`config.mk`:
```
export PLATFORM = sky130hd
export DESIGN_NAME = buf_clr_encoder
export DESIGN_NICKNAME = d
export VERILOG_FILES = /design/src/rtl/bufclr_pkg.sv /design/src/rtl/bufclr_pend_cnt.sv /design/src/rtl/buf_clr_encoder.sv
export SDC_FILE = /design/constraint.sdc
export NUM_CORES = 1
export LEC_CHECK = 0
export BUFFER_PORTS_ARGS = -buffer_cell sky130_fd_sc_hd__buf_2
export CAP_MARGIN = 20
export CORE_MARGIN = 2
export CORE_UTILIZATION = 56
export DETAILED_ROUTE_END_ITERATION = 8
export GPL_ROUTABILITY_DRIVEN = 0
export PLACE_DENSITY = 0.81
export SYNTH_ARGS = -nofsm -noshare
export SYNTH_HDL_FRONTEND = slang
export SYNTH_SLANG_ARGS = --single-unit
```
`constraint.sdc`:
```
create_clock -name Clock -period 4.65 [get_ports Clock]
set_clock_uncertainty 0.15 [all_clocks]
set_input_delay 0.93 -clock Clock [delete_from_list [all_inputs] [get_ports Clock]]
set_output_delay 0.93 -clock Clock [all_outputs]
set_load 0.01 [all_outputs]
```
`src/rtl/bufclr_pkg.sv`:
```
// Shared definitions for the buffer-clear encoder: FSM state encoding,
// the two-bit clear codes carried in bit2/bit3 and the frame length.
package bufclr_pkg;

    typedef enum logic [1:0] {
        ST_IDLE = 2'd0,
        ST_BIT2 = 2'd1,
        ST_BIT3 = 2'd2,
        ST_GAP  = 2'd3
    } state_e;

    // {bit2, bit3} of a frame
    localparam logic [1:0] CODE_EVEN = 2'b10;
    localparam logic [1:0] CODE_ODD  = 2'b01;

    localparam int FRAME_LEN = 4;

    // Code carried by a frame for the selected source
    function automatic logic [1:0] sel_code(input logic odd);
        return odd ? CODE_ODD : CODE_EVEN;
    endfunction

endpackage

```
`src/rtl/bufclr_pend_cnt.sv`:
```
// Saturating pending-clear counter for one source.
// next = count + inc - dec; a pulse arriving while the queue is full and
// nothing is being launched from it is dropped and flagged on ovf.
module bufclr_pend_cnt #(
    parameter int MAXPEND = 4
) (
    input  logic       clock,
    input  logic       reset,
    input  logic       clr,
    input  logic       launch,
    output logic [2:0] count,
    output logic       ovf
);

    localparam logic [2:0] MAX_CNT = 3'(MAXPEND);

    logic [2:0] count_q;
    logic [2:0] count_d;
    logic       full;

    // Increment/decrement with overflow detection
    always_comb begin
        full    = (count_q == MAX_CNT);
        ovf     = clr && full && !launch;
        count_d = count_q;
        if (clr && !ovf) begin
            count_d = count_d + 3'd1;
        end
        if (launch) begin
            count_d = count_d - 3'd1;
        end
    end

    // Counter register; pulses coincident with reset are discarded
    always_ff @(posedge clock) begin
        if (reset) begin
            count_q <= 3'd0;
        end else begin
            count_q <= count_d;
        end
    end

    assign count = count_q;

endmodule

```
`src/rtl/buf_clr_encoder.sv`:
```
// Serial UnDoBuf encoder: queues front-end buffer-clear pulses and sends one
// 4-cycle frame (start, bit2, bit3, gap) per queued clear.
// Optional feature macro: BUFCLR_DUAL_EN (second, odd source with
// round-robin arbitration). Undefined: only the even source exists.
//
// state   | meaning
// ST_IDLE | no frame; launches when any clear is pending (start bit next)
// ST_BIT2 | start bit on Stream; bit2 of selected code registered next
// ST_BIT3 | bit2 on Stream; bit3 registered next
// ST_GAP  | bit3 on Stream; gap (0) registered next
module buf_clr_encoder
    import bufclr_pkg::*;
#(
    parameter int MAXPEND = 4
) (
    input  logic        Clock,
    input  logic        Reset,
    input  logic        ClrEven,
    input  logic        ClrOdd,
    output logic        Stream,
    output logic        Busy,
    output logic [2:0]  NPendEven,
    output logic [2:0]  NPendOdd,
    output logic        OvfErr,
    output logic [15:0] NSent
);

    state_e      state_q, state_d;
    logic        stream_q, stream_d;
    logic        sel_odd_q, sel_odd_d;
    logic        last_odd_q, last_odd_d;
    logic        ovf_q, ovf_d;
    logic [15:0] nsent_q, nsent_d;

    logic        launch_even;
    logic        launch_odd;
    logic        pick_odd;
    logic [1:0]  code;
    logic [2:0]  pend_even;
    logic [2:0]  pend_odd;
    logic        ovf_even;
    logic        ovf_odd;

    bufclr_pend_cnt #(.MAXPEND(MAXPEND)) u_pend_even (
        .clock  (Clock),
        .reset  (Reset),
        .clr    (ClrEven),
        .launch (launch_even),
        .count  (pend_even),
        .ovf    (ovf_even)
    );

`ifdef BUFCLR_DUAL_EN
    bufclr_pend_cnt #(.MAXPEND(MAXPEND)) u_pend_odd (
        .clock  (Clock),
        .reset  (Reset),
        .clr    (ClrOdd),
        .launch (launch_odd),
        .count  (pend_odd),
        .ovf    (ovf_odd)
    );
`else
    // Single-source board: odd input has no effect, odd queue is always empty
    logic odd_unused;
    assign odd_unused = ^{ClrOdd, launch_odd};
    assign pend_odd   = 3'd0;
    assign ovf_odd    = 1'b0;
`endif

    // Next-state, source arbitration and serial bit selection
    always_comb begin
        state_d     = state_q;
        stream_d    = 1'b0;
        sel_odd_d   = sel_odd_q;
        last_odd_d  = last_odd_q;
        nsent_d     = nsent_q;
        launch_even = 1'b0;
        launch_odd  = 1'b0;
        pick_odd    = 1'b0;
        code        = sel_code(sel_odd_q);
        ovf_d       = ovf_even | ovf_odd;

        case (state_q)
            ST_IDLE: begin
                if ((pend_even != 3'd0) || (pend_odd != 3'd0)) begin
                    if ((pend_even != 3'd0) && (pend_odd != 3'd0)) begin
                        pick_odd = !last_odd_q;
                    end else begin
                        pick_odd = (pend_odd != 3'd0);
                    end
                    state_d     = ST_BIT2;
                    stream_d    = 1'b1;
                    sel_odd_d   = pick_odd;
                    last_odd_d  = pick_odd;
                    launch_odd  = pick_odd;
                    launch_even = !pick_odd;
                    nsent_d     = nsent_q + 16'd1;
                end
            end
            ST_BIT2: begin
                stream_d = code[1];
                state_d  = ST_BIT3;
            end
            ST_BIT3: begin
                stream_d = code[0];
                state_d  = ST_GAP;
            end
            ST_GAP: begin
                stream_d = 1'b0;
                state_d  = ST_IDLE;
            end
            default: begin
                state_d = ST_IDLE;
            end
        endcase
    end

    // State and output registers; reset aborts any frame in flight
    always_ff @(posedge Clock) begin
        if (Reset) begin
            state_q    <= ST_IDLE;
            stream_q   <= 1'b0;
            sel_odd_q  <= 1'b0;
            last_odd_q <= 1'b0;
            ovf_q      <= 1'b0;
            nsent_q    <= 16'd0;
        end else begin
            state_q    <= state_d;
            stream_q   <= stream_d;
            sel_odd_q  <= sel_odd_d;
            last_odd_q <= last_odd_d;
            ovf_q      <= ovf_d;
            nsent_q    <= nsent_d;
        end
    end

    assign Stream    = stream_q;
    assign Busy      = (state_q != ST_IDLE);
    assign NPendEven = pend_even;
    assign NPendOdd  = pend_odd;
    assign OvfErr    = ovf_q;
    assign NSent     = nsent_q;

endmodule
```
# Word-level counts from Yosys, hierarchy flattened
# Index checks and enable logic that the tools add are counted.
dict set report classes {
  n_reduce_logical 10
  mux 11
  n_addsub 3
  eq_ne 5
}
# op n
set ops {}
lappend ops {{$add 16x1->16 const B} 1}
lappend ops {{$pmux 2 s4} 1}
lappend ops {{$mux 3} 2}
lappend ops {{$mux 1} 5}
lappend ops {{$eq 2x2->1 const B} 2}
lappend ops {{$mux 2} 2}
lappend ops {{$pmux 1 s4} 1}
lappend ops {{$add 3x1->3 const B} 1}
lappend ops {{$eq 3x3->1 const B} 1}
lappend ops {{$logic_and 1x1->1} 3}
lappend ops {{$logic_not 1->1} 3}
lappend ops {{$reduce_bool 3->1} 1}
lappend ops {{$sub 3x1->3 const B} 1}
lappend ops {{$eq 2x1->1 const B} 1}
lappend ops {{$logic_not 2->1} 1}
lappend ops {{$ne 2x2->1 const B} 1}
lappend ops {{$reduce_and 2->1} 1}
lappend ops {{$reduce_bool 2->1} 1}
dict set report word_totals {
  out_inout_bits 25
  ff_bits 24
  wordCells 35
  inputBits 4
}

# Longest topological paths before layout
# Gate-level depths: netlist of run 1.
dict set report logic_depth {
  ltp_word 13
  mapped_depth 10
  depth_no_buf 10
}

# By module
# From an unflattened synthesis of run 1, not the netlist that was laid out.
dict set report hier_totals {
  hier_cells 141
  hier_area_um2 1260.0
}
# mod cells_each seq_area_each_um2 area_each_um2 n_inst
set modules_own_cells {}
lappend modules_own_cells {buf_clr_encoder 110 400.4 970.9 1}
lappend modules_own_cells {bufclr_pend_cnt 31 60.1 289.0 1}

# Worst setup path after synthesis of run 1
# Ideal clock, no wire load.
dict set report synth_timing {
  path_type {input port to flip-flop}
  start {in ClrEven}
  end {reg u_pend_even.count_q[2], in the netlist u_pend_even.count[2]}
  required_ns 4.422
  path_slack_ns 2.358
  arrival_time_ns 2.064
  n_path_buf 0
  stages 6
  setup_ns 0.078
  cell_sequence {nand2_1 > mux2i_1 > ha_1 > xnor2_1 > mux4_2 > nor3_1}
}
dict set report synth_between {
  elab_chain_len 7
}
# element line_no
set synth_lines {}
lappend synth_lines {{start, declared} buf_clr_encoder.sv:18} ;# input logic ClrEven,
lappend synth_lines {{$logic_and 1x1->1 (2 in series)} bufclr_pend_cnt.sv:24} ;# ovf = clr && full && !launch;
lappend synth_lines {{$logic_not 1->1} bufclr_pend_cnt.sv:26} ;# if (clr && !ovf) begin
lappend synth_lines {{$logic_and 1x1->1 (*)} bufclr_pend_cnt.sv:26}
lappend synth_lines {{$mux 3 (*)} bufclr_pend_cnt.sv:26}
lappend synth_lines {{$sub 3x1->3} bufclr_pend_cnt.sv:30} ;# count_d = count_d - 3'd1;
lappend synth_lines {{$mux 3 (*)} bufclr_pend_cnt.sv:29} ;# if (launch) begin
lappend synth_lines {{end signal, assigned} bufclr_pend_cnt.sv:39} ;# count_q <= count_d;
lappend synth_lines {{end, declared} bufclr_pend_cnt.sv:17} ;# logic [2:0] count_q;
# Every way passes the cells marked *; elsewhere a longest branch is shown, timed or not.
# A chain may end at the register's enable or synchronous reset.

# Worst setup path after layout of run 1
dict set report layout_timing {
  start {reg state_q[0]}
  end {reg u_pend_even.count_q[2], in the netlist u_pend_even.count[2]}
}
dict set report layout_between {
  elab_chain_len 9
}
# element line_no
set layout_lines {}
lappend layout_lines {{start, declared} buf_clr_encoder.sv:28} ;# state_e state_q, state_d;
lappend layout_lines {{start signal, assigned} buf_clr_encoder.sv:128} ;# state_q <= state_d;
lappend layout_lines {{$logic_not 2->1 (*)} buf_clr_encoder.sv:83} ;# case (state_q)
lappend layout_lines {{$mux 1 (*)} buf_clr_encoder.sv:83}
lappend layout_lines {{$logic_not 1->1} bufclr_pend_cnt.sv:24}
lappend layout_lines {{$logic_and 1x1->1} bufclr_pend_cnt.sv:24}
lappend layout_lines {{$logic_not 1->1} bufclr_pend_cnt.sv:26}
lappend layout_lines {{$logic_and 1x1->1} bufclr_pend_cnt.sv:26}
lappend layout_lines {{$mux 3} bufclr_pend_cnt.sv:26}
lappend layout_lines {{$sub 3x1->3} bufclr_pend_cnt.sv:30}
lappend layout_lines {{$mux 3 (*)} bufclr_pend_cnt.sv:29}
# Marks and branches as above.

==> metrics.csv, run 1 <==
metric,value,unit
status,"finished, final reports clean",
ios,29,
crit_arrival,2.65,ns
final_layout_size_suffix_gt1_share,21.4,%
ys_warn_count,0,
grt_pass1_wl,4.13,mm
cts_tree,done,
hold_class,reg -> reg,
yosysSeqAreaShare,37.5,%
combPwrFrac,43.9,%
p_sw_share,39.0,%
clk_latency,0.31,ns
final_area,0.00135,mm^2
cp_num_buf_inv,1,
synth_compound_area_share,12.7,%
num_rows,16,
first_pass_iters,4,
overflow,0,
cpPeakStageDelay,0.46,ns
slowest_stage,mux4_2,
cts_setup_buffers,0,
crit_path_start_kind,flop,
ff2ff_setup_slack,2.09,ns
fp.coreArea,0.00202,mm^2
clock_sinks,23,
drt_iter0_drc,13,
synth-xor-area-share,4.99,%
synth_simple_gate_area_share,24.6,%
ant_nets,0,
whs,0.360,ns
n_antenna_cell,0,
clock-root-buffer,clkbuf_4,
cap_violations,0,
nets,172,
wl,2.31,mm
grt_usage,20.3,%
setup-violations-final,0,
powerDensity,456,mW/mm^2
finalHoldViolations,0,
max_clock_freq,391,MHz
vias,1052,
fp.dieH,50.8,um
viasPerCell,5.66,
cp_max_fo,13,
die_area,0.00258,mm^2
rsz0062_at_grt,false,
critPathKind,reg -> reg,
crit_top_cell,ha_1,
grt_max_degree,25,
synth_area,0.00123,mm^2
setup_tns,0,ns
syn-instance-count,138,
cp_data_required_time,4.74,ns
end_kind,flop,
slew_violations,0,
cts_max_level,1,
cts_buffer_depth,2,
synth.avg_cell_area,8.90,um^2
start_util,60.8,%
cts_buffers,3,
synth_cell_types,35,
wl_per_cell,12.4,um
p_seq_share,40.9,%
synthAdderAreaFrac,8.15,%
ys_top_cells_by_area,"dfxtp_1, ha_1, a21oi_1",
synth_top_cell_by_area,dfxtp_1,
ctsHoldBuffers,0,
ys_ff_latch,23,
synth_top_area_share,37.5,%
synth_top_family_by_area,simple AND/OR/NAND/NOR gates,
vdd_drop_max,0.380,mV
areaGrowthSynthToFinish,9.88,%
detailed_place.area,0.00132,mm^2
post-dp-hpwl,1.65,mm
clk_pin_slew,0.12,ns
io_buffers,24,
antenna_found_initial,0,
drc,0,
grt_pass1_vias,945,
cts_resized,0,
synthMuxAreaShare,4.38,%
min_period,2.56,ns
clkPwrFrac,15.2,%
total_power,0.616,mW
final.period_utilization,55.0,%
switchingPower,0.240,mW
final_util,66.8,%
path_cells,"inv_1, ha_1, nand3b_1, nand2_1, mux2i_1, ha_1, xnor2_1, mux4_2, nor3_1",
cpLargestDelayFamily,multiplexers,
p_leak,0.587,nW
fp.dieW,50.8,um
internal_power,0.376,mW
==> power by group through the flow <==
| stage | logic, mW | clock network, mW | registers [mW] |
|---|---|---|---|
| after global placement | 0.259 | 0 | 0.253 |
| after global routing | 0.306 | 0.101 | 0.256 |
| after floorplan | 0.214 | 0 | 0.263 |
| after detailed placement | 0.271 | 0 | 0.257 |
| after CTS | 0.273 | 0.0946 | 0.252 |
| final | 0.270 | 0.0936 | 0.252 |
==> cells in the final DEF, fill, tap and decap left out, drive strengths merged <==
| cell | instances |
|---|---|
| and2b | 1 |
| and4 | 2 |
| dfxtp | 23 |
| mux2i | 2 |
| nor3b | 1 |
| nor3 | 1 |
| clkinv | 1 |
| nand2 | 10 |
| and3 | 1 |
| mux4 | 1 |
| or3 | 3 |
| and2 | 1 |
| a211oi | 2 |
| nand3 | 7 |
| ha | 8 |
| nand3b | 1 |
| xor2 | 5 |
| nor2 | 13 |
| o21ai | 3 |
| nand2b | 2 |
| or4 | 7 |
| mux2 | 1 |
| nand4 | 4 |
| inv | 6 |
| xnor2 | 2 |
| conb | 3 |
| a31o | 1 |
| clkbuf | 3 |
| buf | 24 |
| o31ai | 7 |
| a21oi | 13 |
==> cells in the mapped netlist, drive strengths merged <==
library cell,count
and2b,1
nand2b,2
xnor2,2
a211oi,2
a31o,1
buf,7
nor2,13
dfxtp,23
a21oi,13
mux4,1
ha,8
inv,6
nand4,4
mux2,1
nor3,1
mux2i,2
nand3,7
and3,1
and2,1
nand2,10
and4,2
o31ai,7
conb,1
or3,3
nand3b,1
nor3b,1
o21ai,3
or4,7
xor2,5
clkbuf,2
==> through the flow <==
stage | std cells | worst slack, ns
2_1_floorplan | 140 | 2.36
3_3_place_gp | 182 | 2.16
3_5_place_dp | 182 | 2.09
4_1_cts | 186 | 2.06
5_1_grt | 186 | 1.90
6_report | 186 | 2.09
==> worst register-to-register path: cells and delay by family, from the launching register on <==
| kind | cells | cell delay, ns |
|---|---|---|
| muxes | 2 | 0.71 |
| adders and majority gates | 2 | 0.58 |
| and+or+nand+nor | 3 | 0.50 |
| DFF | 1 | 0.38 |
| buffers and inverters | 1 | 0.09 |
| xor gates and xnor gates | 1 | 0.08 |
==> sequential cells by signal, indices dropped and copies added, names as in the netlist <==
signal / flops
NSent: 16
OvfErr: 1
Stream: 1
state_q: 2
u_pend_even.count: 3
==> area by class of cell <==
class	count	area, um^2
multi-input combinational	102	686
clock buffer	3	22.5
timing repair buffer	24	120
sequential	23	460
clock inverter	1	5.00
inverter	6	22.5
fill	180	672
tap	27	33.8
==> routing by layer <==
layer / vias to the layer above / GRT usage, % / routed length (um)
met2: 21 / 36.6 / 1180
met5: - / 0 / 0
li1: 535 / - / -
met4: 0 / 2.70 / 9
met3: 2 / 3.51 / 86
met1: 494 / 25.9 / 1030
==> cells by family after synthesis <==
| group | after synthesis |
|---|---|
| AO/OA/AOI/OAI | 26 |
| XOR/XNOR | 7 |
| adder cells (fa/ha/maj) | 8 |
| buffers and inverters | 15 |
| flip-flops | 23 |
| multiplexers | 4 |
| other | 1 |
| AND/OR/NAND/NOR | 54 |
==> final timing paths <==
kind | cells past startpoint | end | from
worst max-delay path | 9 | u_pend_even.count[2]$_SDFF_PP0_ | state_q[0]$_SDFFE_PP0P_
worst min-delay path | 2 | NSent[1]$_SDFFE_PP0N_ | NSent[1]$_SDFFE_PP0N_
worst max register to register | 9 | u_pend_even.count[2]$_SDFF_PP0_ | state_q[0]$_SDFFE_PP0P_
worst min register to register | 2 | NSent[1]$_SDFFE_PP0N_ | NSent[1]$_SDFFE_PP0N_
No activity file was read; power rests on OpenSTA's default activity.
==> inputs of run 2 (changes only) <==
- ABC_AREA: default -> 1
- CORE_UTILIZATION: 56 -> 53
- PLACE_DENSITY: 0.81 -> 0.76
- clock period: 4.65 -> 2.53 ns (I/O delays scaled with it)
==> metrics.csv, run 2 <==
metric,value,unit,change
path_cells,"inv_1, ha_1, inv_2, nand4_1, nand2_1, o21ai_0, ha_1, nand3_1, a21oi_1, nor2_1",,"was inv_1, ha_1, nand3b_1, nand2_1, mux2i_1, ha_1, xnor2_1, mux4_2, nor3_1"
first_pass_iters,4,,unchanged
grt_pass1_vias,1104,,was 945
clock-root-buffer,clkbuf_4,,unchanged
slowest_stage,dfxtp_1,,was mux4_2
status,"finished, final reports clean",,unchanged
powerDensity,839,mW/mm^2,was 456 mW/mm^2
setup_tns,0,ns,unchanged
synth.avg_cell_area,6.62,um^2,was 8.90 um^2
setup-violations-final,0,,unchanged
cts_tree,done,,unchanged
synth_top_cell_by_area,dfxtp_1,,unchanged
cp_max_fo,6,,was 13
slew_violations,0,,unchanged
cts_buffers,3,,unchanged
hold_class,in -> reg,,was reg -> reg
vdd_drop_max,0.483,mV,was 0.380 mV
antenna_found_initial,0,,unchanged
synth_top_area_share,35.8,%,was 37.5%
synth_most_common_cell,nand2_1,,was dfxtp_1
cts_setup_buffers,0,,unchanged
async_flop_share,0,%,unchanged
io_buffers,24,,unchanged
nets,233,,was 172
cts_buffer_depth,2,,unchanged
viasPerCell,5.04,,was 5.66
synth_enable_flop_cells,0,,unchanged
cp_data_required_time,2.60,ns,was 4.74 ns
clk_latency,0.32,ns,was 0.31 ns
drc,0,,unchanged
overflow,0,,unchanged
fp.dieW,53.2,um,was 50.8 um
die_area,0.00283,mm^2,was 0.00258 mm^2
worst_pin_slew,0.518,ns,
n_antenna_cell,0,,unchanged
cpPeakStageDelay,0.36,ns,was 0.46 ns
placed_cells,244,,was 182
num_rows,17,,was 16
synth_ff_type,dfxtp_1,,unchanged
crit_top_cell,ha_1,,unchanged
fp.coreArea,0.00225,mm^2,was 0.00202 mm^2
fp.dieH,53.2,um,was 50.8 um
cts_resized,0,,unchanged
wl,2.64,mm,was 2.31 mm
end_kind,flop,,unchanged
grt_pass1_wl,4.59,mm,was 4.13 mm
ys_warn_count,0,,unchanged
synth_common_cells,"nand2_1, inv_1, nor2_1",,"was dfxtp_1, a21oi_1, nor2_1"
min_period,2.13,ns,was 2.56 ns
final_layout_size_suffix_gt1_share,15.9,%,was 21.4%
synth_area,0.00128,mm^2,was 0.00123 mm^2
largest_register_ffs,16,,unchanged
clk_pin_slew,0.13,ns,was 0.12 ns
vias,1251,,was 1052
ys_top_cells_by_area,"dfxtp_1, nand2_1, inv_1",,"was dfxtp_1, ha_1, a21oi_1"
start_util,57.0,%,was 60.8%
ctsHoldBuffers,0,,unchanged
ys_ff_latch,23,,unchanged
ant_nets,0,,unchanged
clock_sinks,23,,unchanged
rsz0062_at_grt,false,,unchanged
synth_cell_types,22,,was 35
drt_iter0_drc,26,,was 13
final_common_cell,nand2_1,,was buf_2
max_clock_freq,468,MHz,was 391 MHz
ios,29,,unchanged
layout.cells.non_filler,248,,was 186
p_leak,0.706,nW,was 0.587 nW
grt_max_degree,18,,was 25
crit_path_start_kind,flop,,unchanged
post-dp-hpwl,2.03,mm,was 1.65 mm
slew_headroom,65.4,%,
areaGrowthSynthToFinish,12.8,%,was 9.88%
syn-instance-count,194,,was 138
finalHoldViolations,0,,unchanged
critPathKind,reg -> reg,,unchanged
crit_arrival,2.21,ns,was 2.65 ns
wl_per_cell,10.6,um,was 12.4 um
final_cell_mix,"nand2_1, inv_1, nor2_1, buf_2, dfxtp_1",,"was buf_2, dfxtp_1, a21oi_1, nor2_1, nand2_1"
cap_violations,0,,unchanged
grt_usage,22.1,%,was 20.3%
yosysSeqAreaShare,35.8,%,was 37.5%
final.period_utilization,84.4,%,was 55.0%
cts_max_level,1,,unchanged
## run 2: area by class of cell
class | count | area, um^2
clock buffer | 3 | 22.5
clock inverter | 1 | 5.00
fill | 214 | 806
inverter | 31 | 116
multi-input combinational | 138 | 689
sequential | 23 | 460
tap | 28 | 35.0
timing repair buffer | 24 | 120
## run 2: worst max-delay path, delay by kind of cell (launching register included)
kind                       cells  cell delay [ns]
AOI/OAI and AO/OA              2             0.42
buffers and inverters          2             0.21
DFF                            1             0.36
adders and majority gates      2             0.53
and+or+nand+nor                4             0.39
## run 2: worst paths after layout
check | to | cells after the start | slack (ns) | start
setup / recovery | u_pend_even.count[2]$_SDFF_PP0_ | 10 | 0.40 | state_q[0]$_SDFFE_PP0P_
setup reg to reg | u_pend_even.count[2]$_SDFF_PP0_ | 10 | 0.40 | state_q[0]$_SDFFE_PP0P_
hold reg to reg | state_q[1]$_SDFFE_PP0P_ | 2 | 0.37 | state_q[1]$_SDFFE_PP0P_
hold / removal | NSent[8]$_SDFFE_PP0N_ | 2 | 0.28 | Reset
## run 2: cell families after synthesis
kind of cell,after synthesis,synth area share [%]
AND/OR/NAND/NOR,104,34.4
buffers and inverters,35,11.1
flip-flops,23,35.8
AO/OA/AOI/OAI,22,9.93
adder cells (fa/ha/maj),8,7.79
XOR/XNOR,1,0.682
other,1,0.292
## run 2: per-stage QoR
step	hold slack (ns)	utilization, %	setup slack [ns]	instance area [um^2]	total power, mW
after floorplan	0.321	-	0.618	1290	0.895
after global placement	0.340	63.0	0.541	1420	1.02
after detailed placement	0.356	63.0	0.413	1420	1.05
after CTS	0.286	64.3	0.396	1450	1.22
after global routing	0.284	64.3	0.128	1450	1.33
final	0.281	64.3	0.395	1450	1.22
## run 2: where the power goes
group / total [mW] / internal [mW] / switching [mW]
Sequential: 0.484 / 0.426 / 0.0577
Combinational: 0.556 / 0.189 / 0.367
Clock: 0.175 / 0.0592 / 0.116
Total: 1.22 / 0.675 / 0.540
## run 2: per-layer routing
metal  up-vias  GRT usage (%)  part of all wire, %
li1        656              -                    -
met1       557           27.3                   47
met2        34           38.1                   46
met3         4           2.82                  5.4
met4         0           8.97                  1.3
met5         -              0                    0
